## src/rtl/cpu_controller.sv

```systemverilog
// Moore sequencer for the Lab 6 CPU datapath: runs one instruction per start pulse,
// drives per-cycle register-file and datapath strobes, and counts retired instructions.
module cpu_controller #(
  parameter int CNT_W = 16
) (
  input  logic             clk,
  input  logic             reset,
  input  logic             s,
  input  logic [2:0]       opcode,
  input  logic [1:0]       op,
  output logic             w,
  output logic [2:0]       nsel,
  output logic [1:0]       vsel,
  output logic             loada,
  output logic             loadb,
  output logic             loadc,
  output logic             loads,
  output logic             asel,
  output logic             bsel,
  output logic             write,
  output logic             illegal,
  output logic [CNT_W-1:0] instr_count
);

  localparam logic [3:0] ST_WAIT      = 4'd0;
  localparam logic [3:0] ST_DECODE    = 4'd1;
  localparam logic [3:0] ST_WRITE_IMM = 4'd2;
  localparam logic [3:0] ST_GET_A     = 4'd3;
  localparam logic [3:0] ST_GET_B     = 4'd4;
  localparam logic [3:0] ST_ALU       = 4'd5;
  localparam logic [3:0] ST_CMP_ST    = 4'd6;
  localparam logic [3:0] ST_WRITE_REG = 4'd7;
  localparam logic [3:0] ST_ILLEGAL   = 4'd8;

  logic [3:0]       state_q, state_d;
  logic [2:0]       opcode_q, opcode_d;
  logic [1:0]       op_q, op_d;
  logic [CNT_W-1:0] count_q, count_d;

  always_ff @(posedge clk or negedge reset) begin
    if (!reset) begin
      state_q  <= ST_WAIT;
      opcode_q <= 3'b000;
      op_q     <= 2'b00;
      count_q  <= '0;
    end else begin
      state_q  <= state_d;
      opcode_q <= opcode_d;
      op_q     <= op_d;
      count_q  <= count_d;
    end
  end

  always_comb begin
    state_d  = state_q;
    opcode_d = opcode_q;
    op_d     = op_q;
    count_d  = count_q;
    case (state_q)
      ST_WAIT: begin
        if (s) begin
          opcode_d = opcode;
          op_d     = op;
          state_d  = ST_DECODE;
        end
      end
      ST_DECODE: begin
        case ({opcode_q, op_q})
          5'b110_10: state_d = ST_WRITE_IMM;
          5'b110_00: state_d = ST_GET_B;
          5'b101_00,
          5'b101_10,
          5'b101_01: state_d = ST_GET_A;
          5'b101_11: state_d = ST_GET_B;
          default:   state_d = ST_ILLEGAL;
        endcase
      end
      ST_WRITE_IMM: begin
        state_d = ST_WAIT;
        count_d = count_q + CNT_W'(1);
      end
      ST_GET_A: state_d = ST_GET_B;
      ST_GET_B: begin
        // CMP only updates status, so it skips the C register and write-back
        if (opcode_q == 3'b101 && op_q == 2'b01) state_d = ST_CMP_ST;
        else                                     state_d = ST_ALU;
      end
      ST_ALU: state_d = ST_WRITE_REG;
      ST_CMP_ST: begin
        state_d = ST_WAIT;
        count_d = count_q + CNT_W'(1);
      end
      ST_WRITE_REG: begin
        state_d = ST_WAIT;
        count_d = count_q + CNT_W'(1);
      end
      default: state_d = ST_WAIT;
    endcase
  end

  always_comb begin
    w       = 1'b0;
    nsel    = 3'b000;
    vsel    = 2'b00;
    loada   = 1'b0;
    loadb   = 1'b0;
    loadc   = 1'b0;
    loads   = 1'b0;
    asel    = 1'b0;
    bsel    = 1'b0;
    write   = 1'b0;
    illegal = 1'b0;
    case (state_q)
      ST_WAIT: w = 1'b1;
      ST_WRITE_IMM: begin
        nsel  = 3'b100;
        vsel  = 2'b10;
        write = 1'b1;
      end
      ST_GET_A: begin
        nsel  = 3'b100;
        loada = 1'b1;
      end
      ST_GET_B: begin
        nsel  = 3'b001;
        loadb = 1'b1;
      end
      ST_ALU: begin
        loadc = 1'b1;
        // MOV register form passes B through by adding it to zero
        asel  = (opcode_q == 3'b110);
      end
      ST_CMP_ST: loads = 1'b1;
      ST_WRITE_REG: begin
        nsel  = 3'b010;
        write = 1'b1;
      end
      ST_ILLEGAL: illegal = 1'b1;
      default: ;
    endcase
  end

  assign instr_count = count_q;

endmodule
```

## config.mk

```make
export PLATFORM = sky130hd
export DESIGN_NAME = cpu_controller
export DESIGN_NICKNAME = d
export VERILOG_FILES = /design/src/rtl/cpu_controller.sv
export SDC_FILE = /design/constraint.sdc
export NUM_CORES = 1
export LEC_CHECK = 0
export CORE_MARGIN = 3
export CORE_UTILIZATION = 50
export DETAILED_ROUTE_END_ITERATION = 7
export PLACE_DENSITY = 0.84
export SLEW_MARGIN = 0
export SYNTH_ARGS = -nofsm -noshare
export SYNTH_HDL_FRONTEND = slang
export SYNTH_SLANG_ARGS = --single-unit
```

## constraint.sdc

```tcl
create_clock -name clk -period 2.3 [get_ports clk]
set_input_delay 0.46 -clock clk [delete_from_list [all_inputs] [get_ports clk]]
set_output_delay 0.46 -clock clk [all_outputs]
set_load 0.1 [all_outputs]
```

Yosys cells after proc, flatten, opt, wreduce, memory -nomap -nowiden
Index checks and enable logic that the tools add are counted.
Storage, ports and cells
  register bits after elaboration: 25
Cells by class
  reductions and logical operators: 8
  $add $sub $neg: 1
  equal/unequal tests: 18
  mux-type cells: 14
Operator list (count)
  $eq A5 B5 Y1 const B: 6
  $pmux W4 S5: 1
  $add A16 B1 Y16 const B: 1
  $eq A4 B3 Y1 const B: 4
  $pmux W4 S3: 1
  $pmux W3 S3: 1
  $eq A4 B2 Y1 const B: 2
  $mux W1: 8
  $eq A3 B3 Y1 const B: 2
  $reduce_or A2 Y1: 3
  $reduce_or A3 Y1: 2
  $eq A4 B1 Y1 const B: 1
  $eq A4 B4 Y1 const B: 1
  $logic_not A4 Y1: 1
  $mux W2: 2
  $mux W4: 1
  $eq A2 B1 Y1 const B: 1
  $ne A2 B2 Y1 const B: 1
  $reduce_and A2 Y1: 1
  $logic_and A1 B1 Y1: 1

Logic depth before layout (Yosys ltp)
  word-level depth: 4
  mapped depth: 5

Worst setup path after synthesis
Ideal clock, no wire load.
  path type: reg2reg
  start: register state_q[0]
  end: register op_q[0]
  required time: 2.174 ns
  period minus slack after synthesis: 4.644 ns
  cell stages (with the launch flop): 5
  path buffers: 1
  slack: -2.344 ns
  arrival: 4.518 ns
  path through: dfrtp_1 buf_4 nor4_1 nand2_1 mux2_2
On the way
  longest elaborated chain between the ends: 2
Ends and longest elaborated chain
  from (decl): RTL line 35  | logic [3:0] state_q, state_d;
  from (signal assigned): RTL line 47  | state_q <= state_d;
  $logic_not A4 Y1: RTL line 59  | case (state_q)
  $reduce_and A2 Y1 (no line)
  to (signal assigned): RTL line 49  | op_q <= op_d;
  to (decl): RTL line 37  | logic [1:0] op_q, op_d;
Every way passes these cells.
A chain may end at the register's enable or synchronous reset.

Final worst setup path
  start: register state_q[1]
  end: output asel
On the way
  longest elaborated chain between the ends: 2
Ends and longest elaborated chain
  $eq A4 B3 Y1: RTL line 113  | case (state_q)
  $mux W1: RTL line 113
  to (decl): RTL line 18  | output logic asel,
Every way passes these cells.

==> summary.md <==
| Metric | Value |
|---|---|
| Leakage | 0.818 nW |
| Critical path arrival | 1.73 ns |
| CP max FO | 13 |
| Synthesized flop and latch total | 25 |
| Vias | 1077 |
| Unrepaired setup endpoints after global routing | false |
| Post-synth EDFFs | 0 |
| NetSw | around 0.99 mW |
| Final Max Slew Viols | 0 |
| Via density | ~5.6 |
| GP Congestion | just under 0.8 |
| Most used DFF post-synth | dfrtp_1 |
| Final Instance Area | 0.00184 mm^2 |
| All-Layer GR Usage | 19.0% |
| Area of the multi-input gates | just under 700 um^2 |
| DRT antenna net count | 0 |
| FP Rows | 17 |
| Starting DRT DRC Count | 20 |
| Clk network pwr share | 10.4% |
| Vias in the first global route | 1082 |
| Register area | 627 um^2 |
| Area grow syn2layout | 42.2% |
| Total CTS buffers | 3 |
| Hold buffers post-CTS | 0 |
| Clock Latency Late Sink | between 0.3 and 0.4 ns |
| Critical Path Start Type | flip-flop |
| Mapped cell area | 0.00129 mm^2 |
| Post-synthesis sequential area ratio | 48.4% |
| Hold Path Class | in2async |
| DRC Markers | 0 |
| Wire per inst | 14.8 um |
| Die height | between 50 and 60 um |
| Non-filler cells in the finished layout | 191 |
| Pwr dens | 1070 mW/mm^2 |
| Peak supply drop | 0.925 mV |
| Final WL | 2830 um |
| I/O pins | 38 |
| Period utilization | 95.0% |
| Most common cell after layout, fill and taps aside | dfrtp_1 |
| Final HPWL DP | between 2000 and 2500 um |
| Combinational power share | 54.7% |
| # diodes | 0 |
| CTS tree | yes |
| Yosys Warn Count | 0 |
| Most frequent cells in the layout | dfrtp_1 (24), buf_4 (18), buf_12 (12) |
| Post-CTS sizing | 0 |
| Placed Area | 0.00180 mm^2 |
| Cells after Synth | approximately 130 |
| Fill count | approximately 160 |
| Hold WS | 0.465 ns |
| Post-synthesis async set-or-reset flop share | 100% |
| Initial Utilization | 55.2% |
| PortBufs | 35 |
| Mapped Avg Cell Area | 10.2 um^2 |
| First-pass GRT wire length | 4870 um |
| Final setup viols | 0 |
| Sequential Power Share | between 30% and 40% |
| CP Capture Type | output pin |
| Post-synth cell types | 37 |
| Critical path required time | 1.84 ns |
| Global route overflow | 0 |
| Max Cap Viol | 0 |
| Min Tclk post-route | 2.19 ns |
| Int Pwr | 0.974 mW |
| Die Span X | about 57 um |
| Final Hold Vio Count | 0 |
| Clock Tree Root | clkbuf_4 |
| CTS Sinks | 25 |
| Switch share | 50.3% |
| Placed Cells incl. Taps | roughly 190 |
| Post-CTS setup buffer count | 0 |
| CTS H-tree lvls | 1 |
| Clock slew at the register clock pins of the worst setup and hold paths | 0.15 ns |
| Achievable Freq | 458 MHz |
| Clock skew | 0.0152 ns |
| Core Region | 0.00234 mm^2 |
| Initial antenna violation count | 0 |
| Outcome | finished, final reports clean |
| Nets@finish | 173 |
| Crit path kind | reg2out |
| Clock Path Buffers | 2 |
| Largest net degree at the start of global routing | 26 |
| Share of cells above drive strength 1 | 32.5% |
| Pre-Repair DR Iteration Count | 4 |
| DIE AREA | roughly 0.0032 mm^2 |
## power by group through the flow
stage | registers [mW] | clock network, mW | logic, mW
after CTS | 0.680 | 0.207 | 1.08
after floorplan | 0.753 | 0 | 0.701
after global routing | 0.704 | 0.228 | 1.13
after global placement | 0.677 | 0 | 1.05
after detailed placement | 0.691 | 0 | 1.08
final | 0.685 | 0.204 | 1.07
## metal layers
metal | vias to the layer above | wire [um] | GRT usage, %
li1 | 511 | - | -
met1 | 520 | 1170 | 22.1
met2 | 37 | 1460 | 33.2
met3 | 9 | 140 | 4.60
met4 | 0 | 61 | 7.62
met5 | - | 0 | 0
## flip-flops by register name, summed over array words and instances (netlist names)
register and count:
instr_count 16, state_q 4, op_q 2, opcode_q 3
## cells in the mapped netlist, types with 2 or more instances
cell	n	area (um^2)
a21oi_1	3	15.0
mux2_2	6	67.6
xor2_1	6	52.6
nand2b_1	5	31.3
nor2b_1	2	12.5
inv_1	5	18.8
nor4_1	2	12.5
nand4_1	2	12.5
nand2_1	10	37.5
o21ai_0	2	10.0
nor2_1	9	33.8
nand3_1	6	30.0
dfrtp_1	25	626
nor4b_1	2	17.5
nor3_1	7	35.0
and3_1	3	18.8
xnor2_1	9	78.8
buf_2	2	10.0
buf_4	3	22.5
## stage by stage
| step | worst slack (ns) | util (%) | TNS (ns) | power (mW) |
|---|---|---|---|---|
| CTS | 0.0772 | 78.4 | 0 | 1.97 |
| global route | 0.000439 | 78.4 | 0 | 2.06 |
| global placement | 0.500 | 77.1 | 0 | 1.73 |
| detailed placement | 0.443 | 77.1 | 0 | 1.77 |
| floorplan | -0.513 | - | -0.961 | 1.45 |
| finish | 0.114 | 78.4 | 0 | 1.96 |
## worst paths after layout
kind                       slack [ns]                   startpoint  depth (start not counted)                          end
setup / recovery                 0.11       state_q[1]$_DFFE_PN0P_                          4                         asel
hold / removal                   0.47                        reset                          2   instr_count[0]$_DFFE_PN0P_
setup reg to reg                 0.49       state_q[1]$_DFFE_PN0P_                          4  instr_count[12]$_DFFE_PN0P_
hold reg to reg                  0.48  instr_count[15]$_DFFE_PN0P_                          1  instr_count[15]$_DFFE_PN0P_
max in group asynchronous        1.56                        reset                          2       state_q[0]$_DFFE_PN0P_
min in group clk                 0.48  instr_count[15]$_DFFE_PN0P_                          1  instr_count[15]$_DFFE_PN0P_
## worst max-delay path: stages, from the launching register on
cell and delay (ns):
dfrtp_1 0.55, nand2b_1 0.28, nor2_4 0.14, and4b_4 0.26, buf_12 0.17
## cell type report
type                       instances  area share, %
timing repair buffer              37           24.3
sequential                        25           34.2
clock buffer                       3           1.23
multi-input combinational         92           37.0
inverter                           5           1.02
clock inverter                     1          0.409
tap                               28           1.91
## cell families (layout without fill, tap and decap cells)
logic type               after synthesis  after routing  synth area share, %
AND/OR/NAND/NOR                       56             56                 24.4
AO/OA/AOI/OAI                         12             12                 6.20
multiplexers                           6              6                 5.23
other                                  1              2                0.290
buffers and inverters                 11             46                 4.26
flip-flops                            25             25                 48.4
adder cells (fa/ha/maj)                1              1                0.969
XOR/XNOR                              15             15                 10.2
No activity file was read; power rests on OpenSTA's default activity.
